### config.mk
export PLATFORM = sky130hd
export DESIGN_NAME = debug_host_bridge_flat
export DESIGN_NICKNAME = d
export VERILOG_FILES = /design/src/rtl/debug_host_bridge_if.sv /design/src/rtl/debug_host_bridge.sv /design/src/flat_wrapper.sv
export SDC_FILE = /design/constraint.sdc
export NUM_CORES = 1
export LEC_CHECK = 0
export CAP_MARGIN = 20
export CORE_UTILIZATION = 25
export CTS_CLUSTER_SIZE = 24
export DETAILED_ROUTE_END_ITERATION = 10
export HOLD_SLACK_MARGIN = 0.1
export PLACE_DENSITY = 0.55
export SLEW_MARGIN = 20
export SYNTH_ARGS = -nofsm -noshare
export SYNTH_HDL_FRONTEND = slang
export SYNTH_SLANG_ARGS = --single-unit
### constraint.sdc
create_clock -name CLK -period 4.75 [get_ports CLK]
set_input_delay 0.475 -clock CLK [delete_from_list [all_inputs] [get_ports CLK]]
set_output_delay 0.475 -clock CLK [all_outputs]
set_load 0.01 [all_outputs]
### src/rtl/debug_host_bridge_if.sv
// Host byte streams and core debug port for debug_host_bridge.
// master is the bridge side, slave is the host/core side.
interface debug_host_bridge_if;
  logic [7:0] RX_DATA;
  logic       RX_VALID;
  logic       RX_READY;
  logic [7:0] TX_DATA;
  logic       TX_VALID;
  logic       TX_READY;
  logic [2:0] DEBUG_ADDR;
  logic [7:0] DEBUG_DIN;
  logic [7:0] DEBUG_DOUT;
  logic       DEBUG_RD;
  logic       DEBUG_WR;
  logic       BUSY;

  modport master (
    input  RX_DATA, RX_VALID, TX_READY, DEBUG_DOUT,
    output RX_READY, TX_DATA, TX_VALID,
    output DEBUG_ADDR, DEBUG_DIN, DEBUG_RD, DEBUG_WR, BUSY
  );

  modport slave (
    output RX_DATA, RX_VALID, TX_READY, DEBUG_DOUT,
    input  RX_READY, TX_DATA, TX_VALID,
    input  DEBUG_ADDR, DEBUG_DIN, DEBUG_RD, DEBUG_WR, BUSY
  );
endinterface

### src/rtl/debug_host_bridge.sv
// Serial host to core debug-port bridge: command bytes in,
// single-cycle register strobes out, read data / ACK back.
module debug_host_bridge #(
  parameter int         RD_LATENCY = 1,
  parameter logic [7:0] ACK_BYTE   = 8'hA5
) (
  input logic CLK,
  input logic RESET,
  debug_host_bridge_if.master bus
);

  typedef enum logic [2:0] {
    IDLE,
    WR_DATA,
    WR_STROBE,
    ACK_SEND,
    RD_STROBE,
    RD_WAIT,
    RD_SEND
  } state_t;

  localparam logic [1:0] LAST = 2'(RD_LATENCY - 1);

  state_t     state, state_n;
  logic [2:0] addr, addr_n;
  logic [7:0] din, din_n;
  logic [2:0] cnt, cnt_n;
  logic       inc, inc_n;
  logic [1:0] wcnt, wcnt_n;
  logic [7:0] rdata, rdata_n;
  logic       rx_ok;
  logic       rx_fire;
  logic       tx_ack;
  logic       tx_rd;
  logic [7:0] tx_data;
  logic [2:0] addr_step;

  // Ready is masked by RESET so a handshake never lands on a reset edge.
  assign rx_ok   = !RESET && (state == IDLE || state == WR_DATA);
  assign rx_fire = rx_ok && bus.RX_VALID;
  assign tx_ack  = state == ACK_SEND;
  assign tx_rd   = state == RD_SEND;
  assign addr_step = addr + {2'b00, inc};

  always_comb begin
    tx_data = '0;
    unique case (1'b1)
      tx_ack:  tx_data = ACK_BYTE;
      tx_rd:   tx_data = rdata;
      default: tx_data = '0;
    endcase
  end

  assign bus.RX_READY   = rx_ok;
  assign bus.TX_VALID   = tx_ack || tx_rd;
  assign bus.TX_DATA    = tx_data;
  assign bus.DEBUG_ADDR = addr;
  assign bus.DEBUG_DIN  = din;
  assign bus.DEBUG_RD   = state == RD_STROBE;
  assign bus.DEBUG_WR   = state == WR_STROBE;
  assign bus.BUSY       = state != IDLE;

  always_ff @(posedge CLK) begin
    if (RESET) begin
      state <= IDLE;
      addr  <= '0;
      din   <= '0;
      cnt   <= '0;
      inc   <= 1'b0;
      wcnt  <= '0;
      rdata <= '0;
    end else begin
      state <= state_n;
      addr  <= addr_n;
      din   <= din_n;
      cnt   <= cnt_n;
      inc   <= inc_n;
      wcnt  <= wcnt_n;
      rdata <= rdata_n;
    end
  end

  always_comb begin
    state_n = state;
    addr_n  = addr;
    din_n   = din;
    cnt_n   = cnt;
    inc_n   = inc;
    wcnt_n  = wcnt;
    rdata_n = rdata;
    unique case (state)
      IDLE: begin
        if (rx_fire) begin
          inc_n   = bus.RX_DATA[6];
          cnt_n   = bus.RX_DATA[5:3];
          addr_n  = bus.RX_DATA[2:0];
          state_n = bus.RX_DATA[7] ? WR_DATA : RD_STROBE;
        end
      end
      WR_DATA: begin
        if (rx_fire) begin
          din_n   = bus.RX_DATA;
          state_n = WR_STROBE;
        end
      end
      // Address moves after the strobe cycle, never during it.
      WR_STROBE: begin
        addr_n = addr_step;
        if (cnt == 3'd0) begin
          state_n = ACK_SEND;
        end else begin
          cnt_n   = cnt - 3'd1;
          state_n = WR_DATA;
        end
      end
      ACK_SEND: begin
        if (bus.TX_READY) state_n = IDLE;
      end
      RD_STROBE: begin
        wcnt_n  = '0;
        state_n = RD_WAIT;
      end
      RD_WAIT: begin
        if (wcnt == LAST) begin
          rdata_n = bus.DEBUG_DOUT;
          state_n = RD_SEND;
        end else begin
          wcnt_n = wcnt + 2'd1;
        end
      end
      RD_SEND: begin
        if (bus.TX_READY) begin
          addr_n = addr_step;
          if (cnt == 3'd0) begin
            state_n = IDLE;
          end else begin
            cnt_n   = cnt - 3'd1;
            state_n = RD_STROBE;
          end
        end
      end
      default: state_n = IDLE;
    endcase
  end

endmodule
### src/flat_wrapper.sv
// flat-port wrapper written by rule: the top's interface ports become plain ports
module debug_host_bridge_flat 
#(
  parameter int         RD_LATENCY = 1,
  parameter logic [7:0] ACK_BYTE   = 8'hA5
)
  (CLK, RESET, bus_RX_DATA, bus_RX_VALID, bus_TX_READY, bus_DEBUG_DOUT, bus_RX_READY, bus_TX_DATA, bus_TX_VALID, bus_DEBUG_ADDR, bus_DEBUG_DIN, bus_DEBUG_RD, bus_DEBUG_WR, bus_BUSY);
  debug_host_bridge_if bus_i ();
  input logic CLK;
  input logic RESET;
  input wire logic [$bits(bus_i.RX_DATA)-1:0] bus_RX_DATA;
  input wire logic [$bits(bus_i.RX_VALID)-1:0] bus_RX_VALID;
  input wire logic [$bits(bus_i.TX_READY)-1:0] bus_TX_READY;
  input wire logic [$bits(bus_i.DEBUG_DOUT)-1:0] bus_DEBUG_DOUT;
  output wire logic [$bits(bus_i.RX_READY)-1:0] bus_RX_READY;
  output wire logic [$bits(bus_i.TX_DATA)-1:0] bus_TX_DATA;
  output wire logic [$bits(bus_i.TX_VALID)-1:0] bus_TX_VALID;
  output wire logic [$bits(bus_i.DEBUG_ADDR)-1:0] bus_DEBUG_ADDR;
  output wire logic [$bits(bus_i.DEBUG_DIN)-1:0] bus_DEBUG_DIN;
  output wire logic [$bits(bus_i.DEBUG_RD)-1:0] bus_DEBUG_RD;
  output wire logic [$bits(bus_i.DEBUG_WR)-1:0] bus_DEBUG_WR;
  output wire logic [$bits(bus_i.BUSY)-1:0] bus_BUSY;
  assign bus_i.RX_DATA = bus_RX_DATA;
  assign bus_i.RX_VALID = bus_RX_VALID;
  assign bus_i.TX_READY = bus_TX_READY;
  assign bus_i.DEBUG_DOUT = bus_DEBUG_DOUT;
  assign bus_RX_READY = bus_i.RX_READY;
  assign bus_TX_DATA = bus_i.TX_DATA;
  assign bus_TX_VALID = bus_i.TX_VALID;
  assign bus_DEBUG_ADDR = bus_i.DEBUG_ADDR;
  assign bus_DEBUG_DIN = bus_i.DEBUG_DIN;
  assign bus_DEBUG_RD = bus_i.DEBUG_RD;
  assign bus_DEBUG_WR = bus_i.DEBUG_WR;
  assign bus_BUSY = bus_i.BUSY;
  debug_host_bridge #(.RD_LATENCY(RD_LATENCY), .ACK_BYTE(ACK_BYTE)) u_core (.CLK(CLK), .RESET(RESET), .bus(bus_i));
endmodule
==> report_table.html <==
<table>
<tr><th>Metric</th><th>Value</th></tr>
<tr><th colspan="2">GRT</th></tr>
<tr><td>Overall fraction of global-route tracks in use</td><td>11.72%</td></tr>
<tr><td>Initial antenna violation count</td><td>0</td></tr>
<tr><td>First-pass GRT wire length</td><td>5.927 mm</td></tr>
<tr><td>Vias in the first global route</td><td>1,334</td></tr>
<tr><td>Remaining Overflow, GRT</td><td>0</td></tr>
<tr><td>Maximum number of pins on one net before global-route repair</td><td>25</td></tr>
<tr><th colspan="2">Detailed routing</th></tr>
<tr><td>First-iteration detailed-routing DRC count</td><td>73</td></tr>
<tr><td>Remaining routing DRC violations</td><td>0</td></tr>
<tr><td>Post-detailed-route count of antenna-violating nets</td><td>0</td></tr>
<tr><td>Post-detailed-route wirelength per cell</td><td>12.02 um</td></tr>
<tr><td>TritonRoute pass-1 iters</td><td>4</td></tr>
<tr><td>Post-Route WL</td><td>3.497 mm</td></tr>
<tr><td>Routed via count</td><td>1,363</td></tr>
<tr><td>Via count normalized by instance count</td><td>4.684</td></tr>
<tr><th colspan="2">Layout</th></tr>
<tr><td>FF/Latch Area</td><td>560.5 um^2</td></tr>
<tr><td>Ant. Diodes</td><td>0</td></tr>
<tr><td>Core Util, Final</td><td>35.88%</td></tr>
<tr><td>Filler cell count in the final layout</td><td>595</td></tr>
<tr><td>Layout area overhead</td><td>35.62%</td></tr>
<tr><td>Final Non-Filler Cells</td><td>291</td></tr>
<tr><td>Proportion of layout cells with a drive suffix above 1</td><td>4.566%</td></tr>
<tr><td>Number of nets in the layout</td><td>245</td></tr>
<tr><td>Leading cell type in the layout, fill and taps excluded</td><td>sky130_fd_sc_hd__clkdlybuf4s50_1</td></tr>
<tr><td>Multi-input logic area</td><td>854.6 um^2</td></tr>
<tr><td>Commonest non-fill, non-tap cells in the layout</td><td>sky130_fd_sc_hd__clkdlybuf4s50_1 (43), sky130_fd_sc_hd__nand2_1 (30), sky130_fd_sc_hd__dfxtp_1 (28)</td></tr>
<tr><th colspan="2">CTS</th></tr>
<tr><td>Total setup buffers inserted after CTS</td><td>0</td></tr>
<tr><td>Count of instances resized after the clock tree is built</td><td>0</td></tr>
<tr><td>Clk Latency, worst-skew pair</td><td>0.27 ns</td></tr>
<tr><td>Number of CTS-inserted buffers</td><td>3</td></tr>
<tr><td>Number of sinks on the clock net</td><td>28</td></tr>
<tr><td>Max H-tree Level</td><td>1</td></tr>
<tr><td>TritonCTS clock tree</td><td>built</td></tr>
<tr><td>Maximum clock path buffer count</td><td>2</td></tr>
<tr><td>Clock transition at the register clock pins on the worst setup and hold paths after CTS</td><td>0.10 ns</td></tr>
<tr><td>Total of hold buffers inserted after clock tree synthesis</td><td>0</td></tr>
<tr><td>Root buffer selected by CTS</td><td>sky130_fd_sc_hd__clkbuf_8</td></tr>
<tr><th colspan="2">Floorplan</th></tr>
<tr><td>Area of the die</td><td>0.006284 mm^2</td></tr>
<tr><td>Count of pins on the block boundary</td><td>44</td></tr>
<tr><td>Cell row count</td><td>27</td></tr>
<tr><td>Core outline area</td><td>0.005642 mm^2</td></tr>
<tr><td>Starting utilization of the core area</td><td>26.46%</td></tr>
<tr><td>Die H</td><td>79.27 um</td></tr>
<tr><td>Horizontal die dimension</td><td>79.27 um</td></tr>
<tr><th colspan="2">Timing</th></tr>
<tr><td>Highest attainable clock frequency</td><td>330.5 MHz</td></tr>
<tr><td>Setup repair after global routing missed its margin</td><td>no</td></tr>
<tr><td>Number of hold-slack violations in the final timing report</td><td>0</td></tr>
<tr><td>Setup Viol. Count Final</td><td>0</td></tr>
<tr><td>Relative slew slack</td><td>51.18%</td></tr>
<tr><td>Final cycle utilization of the critical path</td><td>63.70%</td></tr>
<tr><td>Worst-Margin Slew</td><td>0.7308 ns</td></tr>
<tr><td>Number of max-slew violations in the final report</td><td>0</td></tr>
<tr><td>Final critical path time including I/O delays and setup</td><td>3.026 ns</td></tr>
<tr><td>Maximum clock skew at final layout</td><td>0.003555 ns</td></tr>
<tr><td>Setup TNS</td><td>0 ns</td></tr>
<tr><th colspan="2">Critical path</th></tr>
<tr><td>Data arrival time of the critical path</td><td>2.55 ns</td></tr>
<tr><td>Critical path data required time</td><td>4.28 ns</td></tr>
<tr><td>Setup CP Type</td><td>reg2out</td></tr>
<tr><td>CP endpoint kind</td><td>output pin</td></tr>
<tr><td>CP max stage delay</td><td>0.80 ns</td></tr>
<tr><td>Kind of start point of the critical path</td><td>flip-flop</td></tr>
<tr><td>Slowest cell on the critical path</td><td>sky130_fd_sc_hd__dfxtp_1</td></tr>
<tr><td>Largest fanout on the critical path</td><td>24</td></tr>
<tr><td>CP Cell Sequence</td><td>nor2b_1 &gt; and3_1 &gt; clkdlybuf4s50_1</td></tr>
<tr><th colspan="2">Pwr</th></tr>
<tr><td>Standby leakage power</td><td>0.7037 nW</td></tr>
<tr><td>VDD IR-drop max</td><td>0.1164 mV</td></tr>
<tr><td>Pwr per Cell Area</td><td>263.8 mW/mm^2</td></tr>
<tr><th colspan="2">Status</th></tr>
<tr><td>Result of the run</td><td>complete, no violations</td></tr>
<tr><th colspan="2">Placed design</th></tr>
<tr><td>HPWL Detailed</td><td>2.577 mm</td></tr>
<tr><td>RePlAce Congestion</td><td>0.7097</td></tr>
<tr><td>Input/output buffers</td><td>43</td></tr>
<tr><td>Cell total after placement</td><td>287</td></tr>
<tr><th colspan="2">Synthesis</th></tr>
<tr><td>Simple-gate share of the synthesized area</td><td>26.66%</td></tr>
<tr><td>Total of flip-flops plus latches after synthesis</td><td>28</td></tr>
<tr><td>Synth Warn #</td><td>0</td></tr>
<tr><td>Sequential cell area fraction in the yosys report</td><td>37.55%</td></tr>
<tr><td>Number of enable-type register cells in the synthesized netlist</td><td>0</td></tr>
<tr><td>Synth Net Count</td><td>208</td></tr>
<tr><td>Xor-xnor portion of the synthesized cell area</td><td>0%</td></tr>
<tr><td>Mean instance size in the synthesized netlist</td><td>8.157 um^2</td></tr>
<tr><td>Area contributors post-synth</td><td>sky130_fd_sc_hd__dfxtp_1 (38%), sky130_fd_sc_hd__nand2_1 (7.5%), sky130_fd_sc_hd__a21oi_1 (7.0%), sky130_fd_sc_hd__mux2i_1 (6.0%), sky130_fd_sc_hd__ha_1 (4.2%)</td></tr>
<tr><td>Primary FF master, synth</td><td>sky130_fd_sc_hd__dfxtp_1</td></tr>
<tr><td>Synth area leader</td><td>sky130_fd_sc_hd__dfxtp_1</td></tr>
<tr><td>Multiplexer share of the synthesized area</td><td>6.035%</td></tr>
<tr><td>Share of flip-flops with an asynchronous set or reset</td><td>0%</td></tr>
<tr><td>Share of synthesized cell area in full adder, half adder and majority cells</td><td>4.191%</td></tr>
<tr><td>Fraction of synthesized cell area taken by the top area cell type</td><td>37.55%</td></tr>
<tr><td>Synth Cell Area</td><td>0.001493 mm^2</td></tr>
<tr><td>Complex-gate fraction of the synthesized area</td><td>20.37%</td></tr>
<tr><td>Syn Inst Count</td><td>183</td></tr>
<tr><td>Combinational family with the most area after synthesis</td><td>simple AND/OR/NAND/NOR gates</td></tr>
<tr><td>Count of distinct cell types in the synthesized netlist</td><td>35</td></tr>
<tr><th colspan="2">Run</th></tr>
<tr><td>Max-cap violations</td><td>0</td></tr>
<tr><th colspan="2">Min path</th></tr>
<tr><td>Worst min-delay path class</td><td>reg2reg</td></tr>
</table>
[sequential cells by signal, indices dropped and copies added, names as in the netlist]
signal / flops
u_core.inc: 1
u_core.bus.DEBUG_ADDR: 3
u_core.bus.DEBUG_DIN: 8
u_core.state: 3
u_core.cnt: 3
u_core.wcnt: 2
u_core.rdata: 8
[final cells by class]
type | instances | share of cell area, %
multi-input combinational | 136 | 42.21
sequential | 28 | 27.69
timing repair buffer | 44 | 21.63
tap | 72 | 4.450
clock buffer | 4 | 2.719
inverter | 7 | 1.298
[cells by family after synthesis]
kind of cell | Yosys count
compound gates | 43
flops | 28
mux | 9
simple gates | 79
buf+inv | 19
fa+ha+maj | 5
[stage by stage]
stage	hold slack, ns	cell area (um^2)	total power [W]	setup slack, ns
floorplan	0.4319	1493	0.0003425	3.140
finish	0.4536	2024	0.0005341	1.724
detailed placement	0.4454	1969	0.0003939	1.923
global placement	0.4399	1969	0.0003937	1.941
global route	0.4880	2024	0.0005699	1.480
CTS	0.4594	2024	0.0005438	1.709
[metal layers]
layer,vias to the layer above,track usage [%],routed length (um)
li1,704,-,-
met1,641,15.79,1748
met2,16,18.79,1623
met3,2,2.069,104
met4,0,3.818,21
met5,-,0,0
[power by group]
group          leakage (nW)  switching (W)  internal [W]
Clock                0.0288      0.0000729     0.0000741
Sequential            0.227      0.0000197      0.000247
Combinational         0.447      0.0000556     0.0000644
Total                 0.704       0.000148      0.000386
[synthesized netlist by cell type, types with 3 or more instances]
master / number
sky130_fd_sc_hd__nand2_1: 30
sky130_fd_sc_hd__dfxtp_1: 28
sky130_fd_sc_hd__a21oi_1: 21
sky130_fd_sc_hd__nor2_1: 16
sky130_fd_sc_hd__mux2i_1: 9
sky130_fd_sc_hd__inv_1: 7
sky130_fd_sc_hd__nand2b_1: 6
sky130_fd_sc_hd__nor2b_1: 6
sky130_fd_sc_hd__a21boi_0: 5
sky130_fd_sc_hd__and3_1: 5
sky130_fd_sc_hd__buf_2: 5
sky130_fd_sc_hd__clkbuf_1: 5
sky130_fd_sc_hd__ha_1: 5
sky130_fd_sc_hd__nand3_1: 4
sky130_fd_sc_hd__nor3_1: 4
sky130_fd_sc_hd__o21ai_1: 3
[worst max-delay path, delay by kind of cell (launching register included)]
| kind | cells | cell delay [ns] |
|---|---|---|
| AND/OR/NAND/NOR | 2 | 0.94 |
| flip-flops | 1 | 0.80 |
| buffers and inverters | 1 | 0.53 |
[final timing paths]
| kind | from | endpoint | slack, ns | cells after the start |
|---|---|---|---|---|
| worst max-delay path | u_core.state[1] | bus_TX_DATA[6] | 1.72 | 3 |
| worst min-delay path | u_core.rdata[3] | u_core.rdata[3] | 0.45 | 2 |
| worst max register to register | u_core.state[0] | u_core.bus.DEBUG_DIN[2] | 2.64 | 4 |
| worst min register to register | u_core.rdata[3] | u_core.rdata[3] | 0.45 | 2 |
(Power assumes the default switching activity.)
